### config.mk
export PLATFORM = sky130hd
export DESIGN_NAME = instr_queue_mp
export DESIGN_NICKNAME = d
export VERILOG_FILES = /design/src/rtl/instr_queue_mp.sv
export SDC_FILE = /design/constraint.sdc
export NUM_CORES = 2
export LEC_CHECK = 0
export BUFFER_PORTS_ARGS = -buffer_cell sky130_fd_sc_hd__buf_2
export CELL_PAD_IN_SITES_DETAIL_PLACEMENT = 2
export CELL_PAD_IN_SITES_GLOBAL_PLACEMENT = 2
export CORE_MARGIN = 2
export CORE_UTILIZATION = 32
export CTS_CLUSTER_DIAMETER = 60
export DETAILED_ROUTE_END_ITERATION = 12
export PLACE_DENSITY_LB_ADDON = 0.12
export SYNTH_ARGS = -nofsm -noshare
export SYNTH_HDL_FRONTEND = slang
export SYNTH_SLANG_ARGS = --single-unit
### constraint.sdc
create_clock -name clk -period 4.75 [get_ports clk]
set_clock_uncertainty 0.05 [all_clocks]
set_input_delay 0.475 -clock clk [delete_from_list [all_inputs] [get_ports clk]]
set_output_delay 0.475 -clock clk [all_outputs]
set_load 0.02 [all_outputs]
### src/rtl/instr_queue_mp.sv
// instr_queue_mp: multi-port circular instruction queue packing sparse fetch lanes and exposing the oldest ID_WIDTH entries to decode.
module instr_queue_mp #(
  parameter int IF_WIDTH   = 2,
  parameter int ID_WIDTH   = 2,
  parameter int DEPTH      = 8,
  parameter int DATA_WIDTH = 64
) (
  input  logic                           clk,
  input  logic                           rst_n,
  input  logic                           flush_i,
  input  logic [IF_WIDTH-1:0]            fe_valid_i,
  input  logic [IF_WIDTH*DATA_WIDTH-1:0] fe_data_i,
  output logic                           fe_ready_o,
  output logic [ID_WIDTH-1:0]            be_valid_o,
  output logic [ID_WIDTH*DATA_WIDTH-1:0] be_data_o,
  input  logic [ID_WIDTH-1:0]            be_accept_i,
  output logic [$clog2(DEPTH+1)-1:0]     count_o
);
  localparam int PW = $clog2(DEPTH);
  localparam int CW = $clog2(DEPTH+1);
  logic [DATA_WIDTH-1:0] mem_q [DEPTH];
  logic [DATA_WIDTH-1:0] mem_d [DEPTH];
  logic [PW-1:0] rd_ptr_q, rd_ptr_d, wr_ptr_q, wr_ptr_d;
  logic [CW-1:0] count_q, count_d, n_push, n_pop;
  logic push, stop;
  // Readiness uses only the registered count; a same-cycle pop never frees room for a push.
  assign fe_ready_o = int'(count_q) + IF_WIDTH <= DEPTH;
  assign push       = fe_ready_o && |fe_valid_i && !flush_i;
  assign count_o    = count_q;
  always_comb begin
    mem_d  = mem_q;
    n_push = '0;
    n_pop  = '0;
    stop   = 1'b0;
    for (int i = 0; i < IF_WIDTH; i++) begin
      if (push && fe_valid_i[i]) begin
        mem_d[wr_ptr_q + PW'(n_push)] = fe_data_i[i*DATA_WIDTH +: DATA_WIDTH];
        n_push = n_push + CW'(1);
      end
    end
    // Pop only the contiguous accepted prefix, and never past the valid entries.
    for (int i = 0; i < ID_WIDTH; i++) begin
      stop  = stop || !be_accept_i[i] || int'(count_q) <= i;
      n_pop = stop ? n_pop : n_pop + CW'(1);
    end
    rd_ptr_d = flush_i ? '0 : rd_ptr_q + PW'(n_pop);
    wr_ptr_d = flush_i ? '0 : wr_ptr_q + PW'(n_push);
    count_d  = flush_i ? '0 : count_q + n_push - n_pop;
  end
  always_comb begin
    be_valid_o = '0;
    be_data_o  = '0;
    for (int i = 0; i < ID_WIDTH; i++) begin
      be_valid_o[i] = int'(count_q) > i;
      be_data_o[i*DATA_WIDTH +: DATA_WIDTH] = be_valid_o[i] ? mem_q[rd_ptr_q + PW'(i)] : '0;
    end
  end
  always_ff @(posedge clk or negedge rst_n) begin
    if (!rst_n) begin
      rd_ptr_q <= '0;
      wr_ptr_q <= '0;
      count_q  <= '0;
    end else begin
      rd_ptr_q <= rd_ptr_d;
      wr_ptr_q <= wr_ptr_d;
      count_q  <= count_d;
    end
  end
  always_ff @(posedge clk) mem_q <= mem_d;
`ifndef SYNTHESIS
  always @(posedge clk) begin
    if (rst_n) begin
      assert (count_q <= CW'(DEPTH)) else $error("instr_queue_mp: count %0d exceeds depth", count_q);
      assert ((be_accept_i & ~be_valid_o) == '0 && (be_accept_i & ID_WIDTH'(be_accept_i + 1'b1)) == '0)
        else $warning("instr_queue_mp: be_accept_i %b is not a prefix of be_valid_o %b", be_accept_i, be_valid_o);
    end
  end
`endif
endmodule

# Yosys cells after proc, flatten, opt, wreduce, memory -nomap -nowiden

Cells that the tools add are included.

Bits of input ports: 135
Logic and storage cells: 71
Bits in registers: 522
Output and inout bits: 135

$lt $le $gt $ge: 11
Bitwise gates (word level): 4
Reductions and logical operators: 13
Add/sub/neg operators: 9
Multiplexer cells: 23

Operator list:

| operator              | count |
|---|---|
| $bwmux W512           | 2 |
| $mux W512             | 2 |
| $mux W64              | 8 |
| $bmux W64 S3          | 2 |
| $demux W64 S3         | 2 |
| $ge A4 B4 Y1 const B  | 4 |
| $not A3 Y4            | 4 |
| $gt A4 B1 Y1 const B  | 2 |
| $le A4 B1 Y1 const B  | 2 |
| $lt A4 B1 Y1 const B  | 2 |
| $mux W4               | 2 |
| $add A3 B3 Y3         | 2 |
| $logic_and A1 B1 Y1   | 6 |
| $mux W3               | 2 |
| $add A4 B2 Y5 const B | 1 |
| $le A5 B4 Y1 const B  | 1 |
| $add A4 B1 Y4 const B | 1 |
| $add A4 B4 Y4         | 1 |
| $sub A4 B2 Y4         | 1 |
| $add A3 B1 Y3 const B | 1 |
| $add A3 B2 Y3         | 1 |
| $logic_not A1 Y1      | 3 |
| $logic_or A1 B1 Y1    | 3 |
| $add A1 B1 Y2 const B | 1 |
| other kinds (3)       | 4 |

# Longest topological paths before layout

Word-level depth: 14
Mapped depth: 14
Gate-level depth less buffers: 14

# Least setup slack after synthesis

No wires, ideal clock.

Kind: register to register
From: register count_q[1], in the netlist count_o[1]
To: register mem_q[36] (netlist name)
Stages on the path, launching flop included: 13
Arrival: 3.386 ns
Data required time: 4.577 ns
Period minus slack after synthesis: 3.560 ns
Slack: 1.190 ns
Library setup time: 0.123 ns
Path buffers: 2
Cell sequence: dfrtp_1 ha_1 xnor2_4 nor2_1 nor4b_1 ha_1 ha_1 xor2_1 nor2b_1 buf_1 nand3_2 buf_2 mux2_1

RTL lines:

| what                   | line | source |
|---|---|---|
| start, declared        | 24   | `logic [CW-1:0] count_q, count_d, n_push, n_pop;` |
| start signal, assigned | 66   | `count_q <= count_d;` |
| end signal, assigned   | 69   | `always_ff @(posedge clk) mem_q <= mem_d;` |
| end, declared          | 21   | `logic [DATA_WIDTH-1:0] mem_q [DEPTH];` |

==> out/metrics.csv <==
metric,value,unit
status,completed,
dominant synthesized flop cell,dfxtp_1,
path depth of the worst reg2reg path,11,
Tcrit/Tclk final,94.1,%
register area,10500,sq um
leakage,0.0151,uW
reg2reg start,count_o[1]$_DFF_PN0_,
I/O Pins,270,
die extent in y,317,um
most frequent cells after synthesis,"mux2_2 (862), dfxtp_1 (512), mux4_2 (256), mux2_1 (162), nand2_1 (129)",
"top cells by area, synth","dfxtp_1 (33%), mux2_2 (31%), mux4_2 (18%), mux2_1 (5.8%), mux2i_1 (2.0%)",
largest net degree at the start of global routing,130,
endpoint of the worst register-to-register path,mem_q[284]$_DFF_P_,
fin. max-slew vios,0,
multi-input logic area,20000,sq um
Clock Latency Late Sink,0.63,ns
Post-synth EDFFs,0,
gr busiest metal,met2,
area of the die,100000,sq um
initial antenna violation count,16,
area growth from synthesis to layout,17.9,%
nets@finish,2783,
non-filler instance count after layout,3967,
port bufs,269,
core area,96700,sq um
flop-to-flop setup slack,0.28,ns
M3 GR Usage,3.66,%
Worst EP required,5.20,ns
min-delay src,fe_data_i[68],
Max Clock Freq,224,MHz
Resize count post-CTS,0,
VDD IR max,487,uV
drt drc,0,
Tmin final,4.47,ns
grt met2 use,39.6,%
final hold viol count,0,
vias in the first global route,24855,
final core utilization,38.1,%
PwrDens,720,nW/um^2
CP Max Fanout,21,
Die W,317,um
crit end category,flop,
Syn Nets,2565,
FILL cells,9720,
relative slew slack,25.9,%
share of cells above drive strength 1,59.6,%
CTS Buf Count,79,
area share of the largest cell type after synthesis,32.8,%
first-pass GRT wire length,171000,um
top-count cell post-synth,mux2_2,
Routed Antenna Nets,0,
Final Cell Area,36900,sq um
DR iter-0 viols,928,
crit path launch type,flop,
GP Congestion,0.745,
Wirelength per Cell,29.4,um
Area after DPL,34200,sq um
# Max-Cap Violations,0,
hold path cells,2,
syn_area_per_cell,13.0,sq um
DP Cell Count,3823,
Clock Tree Buf Depth,3,
met1 Use GR,30.1,%
total track usage,23.1,%
DR vias,22096,
CTS Root Cell,clkbuf_16,
Synth Warn #,0,
#FFs+latches synth,522,
total power,26500,uW
router iterations before antenna repair,4,
Total Wirelength,116000,um
Fin Setup TNS,0,ns
post-synth top area cell,dfxtp_1,
Vias/cell,5.57,
Slew @ Worst Pin,1.11,ns
post-synthesis sequential area ratio,33.6,%
ys async rst share,1.92,%
Initial Util,32.3,%
worst min path class,in2reg,
data arrival time of the worst path,4.91,ns
Setup Viol. Count Final,0,
Syn Inst Count,2411,
"Distinct cells, synth",37,
grt ovf,0,
clock sink count,522,
final HPWL from detailed placement,70300,um
H-tree level count,3,
RSZ-0062 raised after global routing,false,
CTS tree,done,
Synth Cell Area,31300,sq um
row count,114,
critical path type,reg2reg,
Clock Pin Slew Worst Setup and Hold Paths,0.06,ns
Hold Path End,mem_q[452]$_DFF_P_,
[placed cells by master (no fill, tap or decap), drive strengths merged, types with 5 or more instances in the layout]
master and instances:
a21oi 68, buf 329, bufinv 8, clkbuf 111, clkinv 15, dfrtp 10, dfxtp 512, ha 15
inv 19, mux2 1024, mux2i 64, mux4 256, nand2 129, nand3 7, nor2 73, nor2b 6
xnor2 5
[how the worst max path moves through the flow]
stage,from,endpoint,slack (ns),cells after the start
after floorplan,count_o[1]$_DFF_PN0_,mem_q[36]$_DFF_P_,1.19,12
after global placement,count_o[1]$_DFF_PN0_,mem_q[285]$_DFF_P_,0.46,11
after detailed placement,count_o[1]$_DFF_PN0_,mem_q[297]$_DFF_P_,0.30,11
after CTS,count_o[1]$_DFF_PN0_,mem_q[284]$_DFF_P_,0.24,11
after global routing,count_o[1]$_DFF_PN0_,mem_q[284]$_DFF_P_,0.01,11
final,count_o[1]$_DFF_PN0_,mem_q[284]$_DFF_P_,0.28,11
[layout make-up]
cell class	instances	area share [%]
multi-input combinational	1682	54.2
sequential	522	28.5
clock buffer	111	6.18
timing repair buffer	330	5.51
tap	1276	4.33
clock inverter	30	1.12
inverter	14	0.143
antenna	2	0.0136
[logic make-up after synthesis]
family,share of synthesized area (%)
flops,33.6
fa+ha+maj,0.856
buf+inv,3.01
xor+xnor,0.284
mux,57.3
simple gates,3.28
compound gates,1.65
[state kept, by name, indices dropped and copies added (netlist names)]
signal and cells:
mem_q 512, count_o 4, rd_ptr_q 3, wr_ptr_q 3
[routing by layer]
metal	vias up	share of wire, %
met5	-	0.14
met4	26	2.4
met3	218	3.7
met2	471	49
met1	11706	44
li1	9675	-
[power by group]
group	switching [uW]	internal, uW
combinational	6710	6540
sequential	1230	6000
clock	2260	3790
total	10200	16300
[worst max-delay path, cell delays in order, from the launching register on]
cell	delay [ns]
dfrtp_1	0.51
ha_1	0.33
xnor2_4	0.57
nor2_1	0.20
nor4b_1	0.44
ha_1	0.23
ha_1	0.16
xor2_1	0.10
nor2_1	0.46
nand3_4	0.57
buf_4	0.42
mux2_2	0.28
[through the flow]
step / setup slack, ns / hold WS [ns]
after floorplan: 1.19 / 0.129
after global placement: 0.462 / 0.310
after detailed placement: 0.300 / 0.316
after CTS: 0.236 / 0.0694
after global routing: 0.0142 / 0.112
final: 0.282 / 0.113
[what timing repair did]
action,4_1_cts,5_1_grt
setup buffers,0,0
endpoints found under the setup margin,0,2
hold buffers,1,0
hold endpoints to repair,10,0
No activity file was read; power rests on OpenSTA's default activity.
